$ cat src/rtl/btn_pkg.sv
// Shared types and width helpers for the pushbutton conditioner.
package btn_pkg;

    typedef enum logic [1:0] {
        ST_RELEASED   = 2'd0,
        ST_DB_PRESS   = 2'd1,
        ST_PRESSED    = 2'd2,
        ST_DB_RELEASE = 2'd3
    } btn_state_e;

    function automatic int max_int(input int a, input int b);
        return (a > b) ? a : b;
    endfunction

    // Bits needed to hold the value v (at least one).
    function automatic int cnt_width(input int v);
        return (v < 1) ? 1 : $clog2(v + 1);
    endfunction

endpackage

$ cat src/rtl/btn_channel.sv
// One button channel: synchroniser, debounce FSM, auto-repeat timer and
// registered level/press/release outputs.
module btn_channel
    import btn_pkg::*;
#(
    parameter int SYNC_STAGES     = 2,
    parameter int DEBOUNCE_CYCLES = 16,
    parameter int HOLD_CYCLES     = 64,
    parameter int REPEAT_CYCLES   = 16,
    parameter int REPEAT_EN       = 1
) (
    input  logic clk,
    input  logic rst,
    input  logic en_i,
    input  logic raw_i,
    output logic level_o,
    output logic press_o,
    output logic release_o
);

    localparam int DB_W  = cnt_width(DEBOUNCE_CYCLES);
    localparam int RPT_W = cnt_width(max_int(HOLD_CYCLES, REPEAT_CYCLES));

    localparam logic [DB_W-1:0]  DB_ONE    = DB_W'(1);
    localparam logic [DB_W-1:0]  DB_LAST   = DB_W'(DEBOUNCE_CYCLES - 1);
    localparam logic [RPT_W-1:0] RPT_ONE   = RPT_W'(1);
    localparam logic [RPT_W-1:0] HOLD_LAST = RPT_W'(HOLD_CYCLES - 1);
    localparam logic [RPT_W-1:0] REP_LAST  = RPT_W'(REPEAT_CYCLES - 1);

    logic [SYNC_STAGES-1:0] sync_q, sync_d;
    btn_state_e             state_q, state_d;
    logic [DB_W-1:0]        db_cnt_q, db_cnt_d;
    logic [RPT_W-1:0]       rpt_q, rpt_d;
    logic                   hold_phase_q, hold_phase_d;
    logic                   level_q, level_d;
    logic                   press_q, press_d;
    logic                   release_q, release_d;

    logic                   s_s;
    logic                   enter_press_s;
    logic                   enter_release_s;
    logic                   rpt_run_s;
    logic [RPT_W-1:0]       rpt_last_s;

    assign sync_d = {sync_q[SYNC_STAGES-2:0], raw_i};
    assign s_s    = sync_q[SYNC_STAGES-1];

    // State register: everything freezes while en_i is low.
    always_ff @(posedge clk or posedge rst) begin
        if (rst) begin
            sync_q       <= '0;
            state_q      <= ST_RELEASED;
            db_cnt_q     <= '0;
            rpt_q        <= '0;
            hold_phase_q <= 1'b0;
            level_q      <= 1'b0;
            press_q      <= 1'b0;
            release_q    <= 1'b0;
        end else if (en_i) begin
            sync_q       <= sync_d;
            state_q      <= state_d;
            db_cnt_q     <= db_cnt_d;
            rpt_q        <= rpt_d;
            hold_phase_q <= hold_phase_d;
            level_q      <= level_d;
            press_q      <= press_d;
            release_q    <= release_d;
        end
    end

    // Next state: db_cnt counts consecutive samples disagreeing with the clean level.
    always_comb begin
        state_d  = state_q;
        db_cnt_d = db_cnt_q;
        case (state_q)
            ST_RELEASED: begin
                if (!s_s) begin
                    db_cnt_d = '0;
                end else if (DEBOUNCE_CYCLES == 1) begin
                    state_d  = ST_PRESSED;
                    db_cnt_d = '0;
                end else begin
                    state_d  = ST_DB_PRESS;
                    db_cnt_d = DB_ONE;
                end
            end
            ST_DB_PRESS: begin
                if (!s_s) begin
                    state_d  = ST_RELEASED;
                    db_cnt_d = '0;
                end else if (db_cnt_q == DB_LAST) begin
                    state_d  = ST_PRESSED;
                    db_cnt_d = '0;
                end else begin
                    db_cnt_d = db_cnt_q + DB_ONE;
                end
            end
            ST_PRESSED: begin
                if (s_s) begin
                    db_cnt_d = '0;
                end else if (DEBOUNCE_CYCLES == 1) begin
                    state_d  = ST_RELEASED;
                    db_cnt_d = '0;
                end else begin
                    state_d  = ST_DB_RELEASE;
                    db_cnt_d = DB_ONE;
                end
            end
            ST_DB_RELEASE: begin
                if (s_s) begin
                    state_d  = ST_PRESSED;
                    db_cnt_d = '0;
                end else if (db_cnt_q == DB_LAST) begin
                    state_d  = ST_RELEASED;
                    db_cnt_d = '0;
                end else begin
                    db_cnt_d = db_cnt_q + DB_ONE;
                end
            end
            default: begin
                state_d  = ST_RELEASED;
                db_cnt_d = '0;
            end
        endcase
    end

    assign enter_press_s   = (state_d == ST_PRESSED) &&
                             ((state_q == ST_DB_PRESS) || (state_q == ST_RELEASED));
    assign enter_release_s = (state_d == ST_RELEASED) &&
                             ((state_q == ST_DB_RELEASE) || (state_q == ST_PRESSED));
    assign rpt_run_s       = (state_q == ST_PRESSED) || (state_q == ST_DB_RELEASE);
    assign rpt_last_s      = hold_phase_q ? HOLD_LAST : REP_LAST;

    // Outputs and repeat timer; a repeat tick fires only while staying in PRESSED.
    always_comb begin
        level_d      = level_q;
        press_d      = 1'b0;
        release_d    = 1'b0;
        rpt_d        = rpt_q;
        hold_phase_d = hold_phase_q;
        if (enter_press_s) begin
            level_d      = 1'b1;
            press_d      = 1'b1;
            rpt_d        = '0;
            hold_phase_d = 1'b1;
        end else if (enter_release_s) begin
            level_d      = 1'b0;
            release_d    = 1'b1;
            rpt_d        = '0;
            hold_phase_d = 1'b1;
        end else if (rpt_run_s && (REPEAT_EN != 0)) begin
            if (rpt_q == rpt_last_s) begin
                rpt_d        = '0;
                hold_phase_d = 1'b0;
                press_d      = (state_q == ST_PRESSED) && (state_d == ST_PRESSED);
            end else begin
                rpt_d = rpt_q + RPT_ONE;
            end
        end else begin
            rpt_d = rpt_q;
        end
    end

    assign level_o   = level_q;
    assign press_o   = press_q;
    assign release_o = release_q;

endmodule

$ cat src/rtl/btn_conditioner.sv
// N_BTN independent pushbutton channels; ena freezes all state and blanks the pulses.
module btn_conditioner
    import btn_pkg::*;
#(
    parameter int N_BTN           = 4,
    parameter int SYNC_STAGES     = 2,
    parameter int DEBOUNCE_CYCLES = 16,
    parameter int HOLD_CYCLES     = 64,
    parameter int REPEAT_CYCLES   = 16,
    parameter int REPEAT_EN       = 1
) (
    input  logic             clk,
    input  logic             rst,
    input  logic             ena,
    input  logic [N_BTN-1:0] btn_raw,
    output logic [N_BTN-1:0] btn_level,
    output logic [N_BTN-1:0] btn_press,
    output logic [N_BTN-1:0] btn_release
);

    logic [N_BTN-1:0] press_s;
    logic [N_BTN-1:0] release_s;

    for (genvar i = 0; i < N_BTN; i++) begin : g_ch
        btn_channel #(
            .SYNC_STAGES     (SYNC_STAGES),
            .DEBOUNCE_CYCLES (DEBOUNCE_CYCLES),
            .HOLD_CYCLES     (HOLD_CYCLES),
            .REPEAT_CYCLES   (REPEAT_CYCLES),
            .REPEAT_EN       (REPEAT_EN)
        ) u_ch (
            .clk       (clk),
            .rst       (rst),
            .en_i      (ena),
            .raw_i     (btn_raw[i]),
            .level_o   (btn_level[i]),
            .press_o   (press_s[i]),
            .release_o (release_s[i])
        );
    end

    // Held pulse registers must not re-read as events while frozen.
    assign btn_press   = press_s   & {N_BTN{ena}};
    assign btn_release = release_s & {N_BTN{ena}};

endmodule

$ cat config.mk
export PLATFORM = sky130hd
export DESIGN_NAME = btn_conditioner
export DESIGN_NICKNAME = d
export VERILOG_FILES = /design/src/rtl/btn_pkg.sv /design/src/rtl/btn_channel.sv /design/src/rtl/btn_conditioner.sv
export SDC_FILE = /design/constraint.sdc
export NUM_CORES = 1
export LEC_CHECK = 0
export CAP_MARGIN = 10
export CORE_UTILIZATION = 55
export CTS_CLUSTER_DIAMETER = 60
export DETAILED_ROUTE_END_ITERATION = 10
export GPL_TIMING_DRIVEN = 0
export PLACE_DENSITY_LB_ADDON = 0.3
export SYNTH_ARGS = -nofsm -noshare
export SYNTH_HDL_FRONTEND = slang
export SYNTH_SLANG_ARGS = --single-unit
$ cat constraint.sdc
create_clock -name clk -period 2.3 [get_ports clk]
set_input_delay 0.23 -clock clk [delete_from_list [all_inputs] [get_ports clk]]
set_output_delay 0.23 -clock clk [all_outputs]
set_load 0.005 [all_outputs]
==> reports/results.tsv <==
stage	metric	value	unit
global_routing	first-pass GRT wire length	15.1	mm
logic_synthesis	Mapped Area	4180	µm²
logic_synthesis	FFs w/ async S/R, synth	100	%
min_path	worst hold path type	in2async	
power_and_ir_drop	sequential share of power	52.5	%
die	# rows	31	
worst_setup_path	R2R depth	6	
logic_synthesis	Yosys top cell area share	47.9	%
flow_run	Max Cap Viol	0	
die	Top-Level Pins	19	
cts	Num CTS Buffers	9	
timing	FMAX	469	MHz
die	initial core utilization	57.3	%
route	DRT iter0 DRCs	255	
worst_setup_path	r2r endpoint	g_ch[3].u_ch.hold_phase_q	
route	detailed-route DRC error count	0	
worst_setup_path	CP Max Fanout	10	
logic_synthesis	Net Count, Synth	450	
place	placed cells	552	
timing	smallest hold slack	0.155	ns
global_routing	largest net degree at the start of global routing	64	
logic_synthesis	Netlist cell types	49	
power_and_ir_drop	clock network fraction of design power	38.8	%
layout	fin util	64.7	%
layout	Layout area overhead	12.9	%
route	detailed-router iteration count before antenna repair	5	
global_routing	number of global-route vias before repair	3284	
logic_synthesis	Yosys reg bits	80	
global_routing	grt ovf	0	
cts	Root Driver	clkbuf_8	
die	Die Area	7950	µm²
logic_synthesis	Ys Warns	0	
route	wire per inst	15.8	µm
power_and_ir_drop	Internal	2.16	mW
worst_setup_path	critical path class	in2out	
layout	ANT cells	0	
place	DP Area	4500	µm²
worst_setup_path	endpoint class of the critical path	primary output	
cts	CTS sink cnt	80	
die	Die W	89.2	µm
die	total core area	7290	µm²
place	# port buffers	17	
global_routing	gr usage total	24.8	%
global_routing	initial antenna violation count	0	
cts	Reg clk slew, reported paths	0.08	ns
logic_synthesis	largest area contributor in the netlist	dfrtp_1	
power_and_ir_drop	P per Cell Area	609	nW/µm²
cts	Max clock buf depth	2	
layout	Final #Nets	478	
run_status	status	complete, no violations	
logic_synthesis	syn avg cell area	9.61	µm²
worst_setup_path	CP arrival	1.90	ns
logic_synthesis	Syn Inst Count	435	
timing	Slew @ Worst Pin	0.600	ns
timing	final setup violation count	0	
timing	clk_skew	0.00883	ns
timing	Period Utilization, post-route	92.6	%
route	vias per cell	6.12	
timing	Fin. Hold Viols	0	
power_and_ir_drop	Leak	2.09	nW
timing	Worst slew margin	59.9	%
power_and_ir_drop	VDD IR-drop max	0.318	mV
cts	clock latency on the worst-skew pair	0.36	ns
layout	layout cells sized above 1	8.12	%
power_and_ir_drop	Sw Ratio	24.8	%
route	number of nets with antenna violations after routing	0	
layout	fin cells	567	
place	gp weighted congestion	0.804	
worst_setup_path	worst r2r src	g_ch[3].u_ch.db_cnt_q[0]	
layout	Design Area, Final	4720	µm²
cts	H-tree depth	3	
layout	Filler Cells Inserted	598	
worst_setup_path	FF-to-FF setup slack	0.23	ns
logic_synthesis	number of synthesized flops with an enable pin	0	
route	vias	3471	
cts	post-CTS sizing	0	
place	HPWL after DPL	5.99	mm
cts	CTS tree	yes	
logic_synthesis	ranking of synthesized cells by area	dfrtp_1 48%, nand2_1 4.4%, nand3_1 4.0%	
timing	RSZ-0062 raised after global routing	no	
timing	Final Max Tran Viols	0	
worst_setup_path	startpoint types	input port	
power_and_ir_drop	Logic pwr share	8.7	%
route	WL final	8.97	mm
logic_synthesis	Synth Flop Type	dfrtp_1	
die	DIE HEIGHT	89.2	µm
worst_setup_path	CP required	2.07	ns
logic_synthesis	post-synthesis sequential area ratio	47.9	%
power_and_ir_drop	switching power	711	µW
timing	post-route minimum period	2.13	ns
## cell type report
type                            count  area (µm²)  share of cell area, %
Tap cell                           99         124                   2.63
Timing Repair Buffer               18         198                   4.19
Buffer                             23         116                   2.47
Sequential cell                    80        2000                   42.4
Clock buffer                       14         183                   3.87
Inverter                           24        92.6                   1.96
Clock inverter                      2        35.0                  0.743
Multi-Input combinational cell    307        1970                   41.7
## per-stage QoR
| step | worst slack [ns] | TNS, ns | power (mW) |
|---|---|---|---|
| detailed placement | -0.0974 | -0.279 | 1.78 |
| finish | 0.169 | 0 | 2.87 |
| global placement | -1.30 | -103.93 | 1.76 |
| global route | 0.0571 | 0 | 2.98 |
| CTS | 0.187 | 0 | 2.88 |
| floorplan | 0.0183 | 0 | 1.70 |
## sequential cells by signal, summed over array words and instances, names as in the netlist
| register | cells |
|---|---|
| g_ch.u_ch.rpt_q | 28 |
| g_ch.u_ch.press_o | 4 |
| g_ch.u_ch.sync_q | 8 |
| g_ch.u_ch.level_o | 4 |
| g_ch.u_ch.release_o | 4 |
| g_ch.u_ch.state_q | 8 |
| g_ch.u_ch.db_cnt_q | 20 |
| g_ch.u_ch.hold_phase_q | 4 |
## cells by family after synthesis
group,Yosys count,share of synthesized area [%]
fa+ha+maj,8,2.39
buf+inv,48,5.03
compound gates,135,22.8
simple gates,153,19.2
mux,7,1.89
flops,80,47.9
xor+xnor,4,0.838
## cell usage in the layout (no fill, tap or decap), types with 6 or more instances in the layout
master,Yosys,routed
dfrtp_1,80,80
nand2_1,49,49
nand3_1,33,33
o21ai_1,23,23
inv_1,22,21
clkdlybuf4s50_1,0,17
and2_1,14,14
o22ai_1,14,14
clkbuf_8,0,13
buf_2,12,12
a21oi_1,12,12
nor2_1,11,11
a31oi_1,10,10
clkbuf_1,8,8
o21ai_0,8,8
a21o_1,8,8
or3_1,8,8
a22o_1,8,8
ha_1,8,8
mux2_1,7,7
o2bb2ai_1,6,6
a31o_1,6,6
and3_1,6,6
a21boi_1,6,6
## power groups by stage
stage	registers, mW	clock network (mW)	logic (mW)
finish	1.51	1.11	0.251
global route	1.51	1.19	0.284
CTS	1.50	1.13	0.251
detailed placement	1.53	0	0.249
global placement	1.53	0	0.234
floorplan	1.52	0	0.181
## repair_timing
action,4_1_cts,5_1_grt
buffers inserted,0,0
hold endpoints to repair,0,0
hold buffers,0,0
setup endpoints to repair,3,0
## metal layers
metal  GRT usage (%)  share of wire (%)  vias up
met5               0                  0        -
met4            9.81                1.1        0
met3            3.97                3.8       11
met2            41.4                 48       87
met1            32.5                 47     1717
li1                -                  -     1656
## how the worst max path moves through the flow
| stage | start | endpoint | slack (ns) | depth (start not counted) |
|---|---|---|---|---|
| floorplan | rst | g_ch[0].u_ch.db_cnt_q[0] | 0.02 | 1 |
| global placement | rst | g_ch[0].u_ch.rpt_q[3] | -1.30 | 2 |
| finish | ena | btn_press[2] | 0.17 | 4 |
| detailed placement | ena | btn_release[2] | -0.1 | 5 |
| CTS | ena | btn_release[3] | 0.19 | 4 |
| global route | ena | btn_press[3] | 0.06 | 4 |
## critical path, cell delays in order
cell             delay, ns
clkbuf_1              0.44
clkbuf_1              0.50
and2_1                0.23
clkdlybuf4s50_1       0.50
## synth_stat cells (2+ instances only)
cell type  instances
a211o_1            4
a21boi_1           6
a21o_1             8
a21oi_1           12
a22o_1             8
a31o_1             6
a31oi_1           10
a32o_1             4
a32oi_1            4
a41o_1             3
and2_1            14
and3_1             6
and4b_1            5
buf_2             12
buf_4              4
clkbuf_1           8
dfrtp_1           80
ha_1               8
inv_1             22
inv_2              2
mux2_1             7
nand2_1           49
nand2b_1           5
nand3_1           33
nand3b_1           3
nand4_1            5
nand4b_1           2
nor2_1            11
nor2b_1            5
nor4b_1            3
o21a_1             5
o21ai_0            8
o21ai_1           23
o22ai_1           14
o2bb2ai_1          6
o31ai_1            2
o32ai_1            4
o41ai_1            3
or3_1              8
xor2_1             4
No activity file was read; power rests on OpenSTA's default activity.
